===== src/rtl/spi_cmd_ctrl.sv =====
// Command sequencer between the SPI slave front-end and the register/sum datapath.
// Decodes command bytes, arms writes, multi-cycle sums and read-backs, and loads the tx shift register.
//
// state  | meaning
// IDLE   | waiting for a command byte
// WR_ARM | write armed, next data word goes to reg[idx]
// SUM    | accumulating reg[cnt] one register per cycle
// RD_ARM | txbuf holds a word, waiting for the master to open a read frame
module spi_cmd_ctrl #(
  parameter int CMD_W   = 8,
  parameter int DATA_W  = 16,
  parameter int NREG    = 3,
  parameter int CMD_SUM = 128,
  parameter int CMD_RDB = 64
) (
  input  logic                   clk,
  input  logic                   rst,
  input  logic                   cmd_vld,
  input  logic [CMD_W-1:0]       cmd_byte,
  input  logic                   wr_vld,
  input  logic [DATA_W-1:0]      wr_data,
  input  logic                   rd_req,
  output logic                   tx_load,
  output logic [DATA_W-1:0]      tx_data,
  output logic [NREG*DATA_W-1:0] regs_q,
  output logic                   busy,
  output logic                   err
);

  localparam int IDX_W = (NREG > 1) ? $clog2(NREG) : 1;

  typedef enum logic [1:0] {IDLE, WR_ARM, SUM, RD_ARM} state_t;

  state_t            state, state_nxt;
  logic [DATA_W-1:0] regs [NREG];
  logic [DATA_W-1:0] acc, txbuf;
  logic [IDX_W-1:0]  idx, cnt;
  logic              pend;

  logic              dec_wr, dec_sum, dec_rdb, dec_bad, do_dec;
  logic [IDX_W-1:0]  wr_idx, rdb_idx;
  logic [DATA_W-1:0] sum_val, rdb_val, tx_word;
  logic              sum_last, wr_en, tx_fire, err_nxt;

  function automatic logic [DATA_W-1:0] reg_sel(input logic [IDX_W-1:0] i);
    logic [DATA_W-1:0] v;
    v = '0;
    for (int k = 0; k < NREG; k++)
      if (i == IDX_W'(k)) v = regs[k];
    return v;
  endfunction

  always_comb begin
    dec_wr  = (cmd_byte >= CMD_W'(1)) && (cmd_byte <= CMD_W'(NREG));
    dec_sum = (cmd_byte == CMD_W'(CMD_SUM));
    dec_rdb = (cmd_byte >= CMD_W'(CMD_RDB)) && (cmd_byte < CMD_W'(CMD_RDB + NREG));
    dec_bad = !(dec_wr || dec_sum || dec_rdb);
    wr_idx  = IDX_W'(cmd_byte - CMD_W'(1));
    rdb_idx = IDX_W'(cmd_byte - CMD_W'(CMD_RDB));
  end

  // State register
  always_ff @(posedge clk or posedge rst) begin
    if (rst) state <= IDLE;
    else     state <= state_nxt;
  end

  // Next-state logic; the sum cannot be interrupted by a command
  always_comb begin
    state_nxt = state;
    do_dec    = cmd_vld && (state != SUM);
    sum_last  = (cnt == IDX_W'(NREG - 1));
    case (state)
      IDLE:   ;
      WR_ARM: if (wr_vld) state_nxt = IDLE;
      SUM:    if (sum_last) state_nxt = (pend || rd_req) ? IDLE : RD_ARM;
      RD_ARM: if (rd_req) state_nxt = IDLE;
      default: state_nxt = IDLE;
    endcase
    if (do_dec) begin
      if (dec_wr)       state_nxt = WR_ARM;
      else if (dec_sum) state_nxt = SUM;
      else if (dec_rdb) state_nxt = RD_ARM;
      else              state_nxt = IDLE;
    end
  end

  // Output and datapath control
  always_comb begin
    wr_en   = wr_vld && (state == WR_ARM);
    sum_val = acc + reg_sel(cnt);
    // A read-back decoded alongside a committing write to the same reg sees the new word
    rdb_val = (wr_en && (idx == rdb_idx)) ? wr_data : reg_sel(rdb_idx);
    tx_fire = ((state == RD_ARM) && rd_req) ||
              ((state == SUM) && sum_last && (pend || rd_req));
    tx_word = (state == SUM) ? sum_val : txbuf;
    err_nxt = (do_dec && dec_bad) ||
              ((state == IDLE)   && (wr_vld || rd_req)) ||
              ((state == WR_ARM) && rd_req) ||
              ((state == SUM)    && (cmd_vld || wr_vld)) ||
              ((state == RD_ARM) && wr_vld);
  end

  always_ff @(posedge clk or posedge rst) begin
    if (rst) begin
      for (int k = 0; k < NREG; k++) regs[k] <= '0;
      acc     <= '0;
      txbuf   <= '0;
      idx     <= '0;
      cnt     <= '0;
      pend    <= 1'b0;
      tx_load <= 1'b0;
      tx_data <= '0;
      err     <= 1'b0;
    end else begin
      tx_load <= tx_fire;
      err     <= err_nxt;
      if (tx_fire) tx_data <= tx_word;
      if (wr_en)
        for (int k = 0; k < NREG; k++)
          if (idx == IDX_W'(k)) regs[k] <= wr_data;
      if (state == SUM) begin
        acc <= sum_val;
        cnt <= cnt + IDX_W'(1);
        if (sum_last) begin
          txbuf <= sum_val;
          pend  <= 1'b0;
        end else if (rd_req) begin
          pend <= 1'b1;
        end
      end
      if (do_dec) begin
        if (dec_wr) idx <= wr_idx;
        if (dec_sum) begin
          acc <= '0;
          cnt <= '0;
        end
        if (dec_rdb) txbuf <= rdb_val;
      end
    end
  end

  always_comb begin
    for (int k = 0; k < NREG; k++) regs_q[k*DATA_W +: DATA_W] = regs[k];
  end

  assign busy = (state != IDLE);

endmodule


===== config.mk =====
export PLATFORM = sky130hd
export DESIGN_NAME = spi_cmd_ctrl
export DESIGN_NICKNAME = d
export VERILOG_FILES = /design/src/rtl/spi_cmd_ctrl.sv
export SDC_FILE = /design/constraint.sdc
export NUM_CORES = 1
export LEC_CHECK = 0
export CAP_MARGIN = 0
export CORE_MARGIN = 1
export CORE_UTILIZATION = 30
export CTS_BUF_LIST = sky130_fd_sc_hd__clkbuf_16
export DETAILED_ROUTE_END_ITERATION = 10
export MAX_ROUTING_LAYER = met4
export SETUP_SLACK_MARGIN = 0.4
export SYNTH_ARGS = -nofsm -noshare
export SYNTH_HDL_FRONTEND = slang
export SYNTH_SLANG_ARGS = --single-unit
export TNS_END_PERCENT = 100

===== constraint.sdc =====
create_clock -name clk -period 4.15 [get_ports clk]
set_input_delay 0.6225 -clock clk [delete_from_list [all_inputs] [get_ports clk]]
set_output_delay 0.6225 -clock clk [all_outputs]
set_load 0.005 [all_outputs]

======== Word level (Yosys, flattened, before mapping) ========
Cells that the tools add are included.
word-level totals
  logic and storage cells ................. 101
  output and inout port bits .............. 67
  bits in latches ......................... 0
  ROM bits ................................ 0
  memories ................................ 0
  bits in registers ....................... 105
  RAM bits ................................ 0
  input port bits ......................... 29
cells by class
  order comparisons ....................... 4
  multiplexer cells ....................... 29
  reduce and logical (&&, ||, !) cells .... 37
  $mul .................................... 0
  div/mod/pow operators ................... 0
  shift-type cells ........................ 0
  equal/unequal tests ..................... 15
  add/sub/neg operators ................... 4
  bitwise operators ....................... 0
operators with widths
  kind                                                                    number
  16-bit 2-to-1 mux                                                       15
  2-bit 2-to-1 mux                                                        11
  16-bit adder                                                            1
  1-bit logical AND                                                       13
  2-bit equality test (second input constant)                             5
  1-bit logical OR                                                        10
  2-bit AND reduction                                                     5
  3-bit inequality test (second input constant)                           3
  2-bit by 1-bit equality test with 1-bit output (second input constant)  4
  8-bit equality test (second input constant)                             1
  8-bit by 1-bit >= comparator with 1-bit output (second input constant)  1
  8-bit by 7-bit >= comparator with 1-bit output (second input constant)  1
  8-bit by 2-bit <= comparator with 1-bit output (second input constant)  1
  2-bit zero test                                                         4
  8-bit by 7-bit < comparator with 1-bit output (second input constant)   1
  2-bit one-hot mux with 3 select lines                                   1
  4-bit AND reduction                                                     1
  2-bit nonzero test                                                      2
  4-bit nonzero test                                                      1
  2-bit by 1-bit subtractor with 2-bit output (second input constant)     2
  2-bit by 1-bit adder with 2-bit output (second input constant)          1
  2-bit equality test                                                     1
  1-bit 2-to-1 mux                                                        2
  2-bit inequality test (second input constant)                           1
  1-bit zero test                                                         1

======== Longest topological paths before layout ========
  depth in word-level cells ............... 10
  mapped depth ............................ 16
  gate-level depth less buffers ........... 15

======== Worst setup path after synthesis ========
OpenSTA, ideal clock, no wires.
  kind .................................... register to register
  start point ............................. register cnt[0]
  end point ............................... register txbuf[12]
  data required time ...................... 4.068 ns
  data arrival time ....................... 3.281 ns
  setup time .............................. 0.082 ns
  path buffers ............................ 1
  setup slack ............................. 0.787 ns
  stages on the path, launching flop included .. 17
  period minus slack after synthesis ...... 3.363 ns
  cell sequence ........................... dfrtp_1 > inv_1 > ha_1 > nor2b_1 > clkbuf_1 > a22oi_1 > o21ai_0 > ha_1 > inv_1 > fa_1 > nor2b_1 > o21a_1 > o211ai_1 > a31oi_1 > a31oi_1 > a221o_1 > a31oi_1
on the way
  cells in the longest elaborated chain, start to end .. 9
  elaborated cells between the ends (all ways) .. 11
  classes of those cells .................. add/sub: 1; eq/ne: 2; mux: 7; reduce/logical: 1
ends and longest elaborated chain
  element                         line  text
  start, declared                 37    logic [IDX_W-1:0] idx, cnt;
  start signal, assigned          124   cnt <= cnt + IDX_W'(1);
  2-bit zero test                 49    if (i == IDX_W'(k)) v = regs[k];
  16-bit 2-to-1 mux (3 in a row)  49
  16-bit adder                    91    sum_val = acc + reg_sel(cnt);
  16-bit 2-to-1 mux (*)           125   if (sum_last) begin
  16-bit 2-to-1 mux (*)           122   if (state == SUM) begin
  16-bit 2-to-1 mux               138   if (dec_rdb) txbuf <= rdb_val;
  16-bit 2-to-1 mux (*)           132   if (do_dec) begin
  end signal, assigned            126   txbuf <= sum_val;
  end signal, assigned            138
  end, declared                   36    logic [DATA_W-1:0] acc, txbuf;
Every way passes the cells marked *; elsewhere a longest branch is shown, timed or not.
A chain may end at the register's enable or synchronous reset.

======== Final worst setup path ========
Ends and elaborated chain as after synthesis.

==> impl_metrics.toml <==
[status]
status = "finished clean"

[clocking]
holdBufCountCts = 0
cts_setup_buffers = 0
cts-root-buf = "clkbuf_16"
clock_path_buffers = 2
cts_buffers = 9
cts_resized = 0
cts_tree = "yes"
clk_pin_slew_worst_paths_ps = 70
clkSinkCount = 105
htree_levels = 3
insertion_delay_ps = 370

[die]
die_w_um = 144
fp.coreArea_um2 = 19700
start_util = 0.309
io_pins = 96
fp.dieH_um = 144
row_count = 51
dieArea_um2 = 20800

[worst_hold_path]
min_from = "tx_data[3]"
hp-class = "flop to flop"

[detailed_routing]
viasPerCell = 5.15
ant_nets = 0
drc = 0
via_count = 5264
first_pass_iters = 5
wl_per_cell_um = 17.0
drt_wl_total_mm = 17.4
drtIter0Drc = 450

[logic_synthesis]
ys_ff_latch = 105
synthTopCellsByArea = "dfrtp_1 (43%), mux2_2 (9.1%), a21oi_1 (6.8%)"
synth_fp_nets = 728
syn_inst = 674
yosys_warnings = 0
ys_types = 46
synth_edf_count = 0
syn_area_per_cell_um2 = 9.00
ys_async_sr_fraction = 1.00
yosysSeqAreaShare = 0.433
syn_area_um2 = 6070
synth-main-ff-cell = "dfrtp_1"
synth_top_area_cell = "dfrtp_1"
synth_top_area_share = 0.433

[flow_run]
drv_cap = 0

[timing]
fmax_mhz = 279
hold_violations = 0
fin_ws_ps = 560
min_period_ps = 3590
drv_slew = 0
fin_crit_sh = 0.865
rsz0062_at_grt = "true"
timing.setup.tns_ps = 0
max_slew_margin = 0.265
worst_pin_slew_ps = 1100
setup_viol = 0
skew_ps = 10.1

[cells_and_area]
layout_common_cells = "dfrtp_1 (105), nand2_1 (100), clkdlybuf4s50_1 (95), a21oi_1 (82), nor2_1 (70)"
layout_commonest_cell = "dfrtp_1"
seq_area_um2 = 2630
nFillCells = 2042
syn_to_final_growth_pct = 26.3
multiInputGateArea_um2 = 3250
n_antenna_cell = 0
layout.nets = 806
drive_gt1_frac = 0.122

[critical_path]
worstPathArrival_ps = 3870
worstReg2RegStart = "cnt[0]"
cp-start-kind = "flop"
crit_fanout = 8
worst_setup_path_end_kind = "flop"
required_ps = 4430
worst-setup-path-type = "flop to flop"
startpoint = "cnt[0]"

[placement]
io_buffers = 95
gp_congestion = 0.909
dpl.hpwl_mm = 12.7
dp_slack_ps = 467

[grt]
grt_max_degree = 81
overflow = 0
grt_pass1_vias = 5033
grt_pass1_wl_mm = 28.4
grtUsageTotal = 0.182
antenna_found_initial = 0

[pwr]
p_leak_nw = 3.29
peakVddDrop_mv = 0.332
power.density_nw_per_um2 = 809
-- report_power, final --
| part | leakage (nW) | total, W | switching (W) | internal (W) |
|---|---|---|---|---|
| registers | 1.31 | 0.00200 | 0.000487 | 0.00151 |
| logic | 1.82 | 0.00321 | 0.00163 | 0.00158 |
| clock network | 0.166 | 0.00100 | 0.000411 | 0.000590 |
-- worst max-delay path, stage by stage (launching register included) --
cell and delay (ps):
dfrtp_1 410, inv_1 100, ha_1 270, nor2b_1 210, buf_4 180, a22oi_1 70, o21ai_0 180, ha_1 220
inv_1 60, fa_1 400, nor2b_1 130, o21a_1 130, o211ai_1 140, a31oi_2 280, a31oi_1 220, a221o_1 370
a31oi_1 130
-- Yosys cell counts, types with 11 or more instances --
| master | number |
|---|---|
| dfrtp_1 | 105 |
| mux2i_1 | 11 |
| nor2_1 | 70 |
| mux2_2 | 49 |
| ha_1 | 24 |
| xor2_1 | 11 |
| a22oi_1 | 12 |
| a21oi_1 | 82 |
| clkbuf_1 | 36 |
| nand2_1 | 100 |
| inv_1 | 12 |
| a31oi_1 | 12 |
| o21ai_0 | 48 |
-- sequential cells by signal (all words and copies together), names as in the netlist, 2 cells and up --
name / flops
tx_data: 16
txbuf: 16
state: 2
cnt: 2
regs_q: 48
idx: 2
acc: 16
-- worst paths after layout --
kind                            slack, ps  cells past startpoint         end
worst max-delay path                  560                     16   txbuf[12]
worst min-delay path                  480                      2  tx_data[3]
worst max register to register        560                     16   txbuf[12]
worst min register to register        480                      2  tx_data[3]
max in group asynchronous            2500                      3  regs_q[17]
min in group asynchronous             880                      2         err
-- stage by stage --
stage	area, um2	hold slack, ps	total power, W	cells	util
final	7670	481	0.00621	1022	0.390
after global routing	7670	514	0.00670	1022	0.390
after CTS	7650	486	0.00621	1022	0.389
after detailed placement	7310	469	0.00519	1006	0.372
after global placement	7310	468	0.00516	1006	0.372
after floorplan	6070	453	0.00383	674	-
-- cells by family (layout without fill, tap and decap cells) --
kind of cell    count (synthesis)  count (layout)  synth area share
compound gates                199             199             0.193
xor+xnor                       15              15            0.0239
fa+ha+maj                      25              25            0.0528
buf+inv                        55             138            0.0359
flops                         105             105             0.433
mux                            60              60             0.109
simple gates                  215             215             0.152
-- layout make-up --
type / count / area share
multi-input cells: 514 / 0.425
repair buffers: 110 / 0.139
flip-flops and latches: 105 / 0.343
inverters: 12 / 0.00620
clock inverters: 7 / 0.0152
well taps: 265 / 0.0433
clock buffers: 9 / 0.0294
-- routing by layer --
| layer | share of wire | track usage |
|---|---|---|
| met1 | 0.50 | 0.264 |
| met2 | 0.44 | 0.260 |
| met3 | 0.050 | 0.0235 |
| met4 | 0.012 | 0.0587 |
| met5 | 0 | - |
Note: power is estimated with default switching activity, not from simulation.
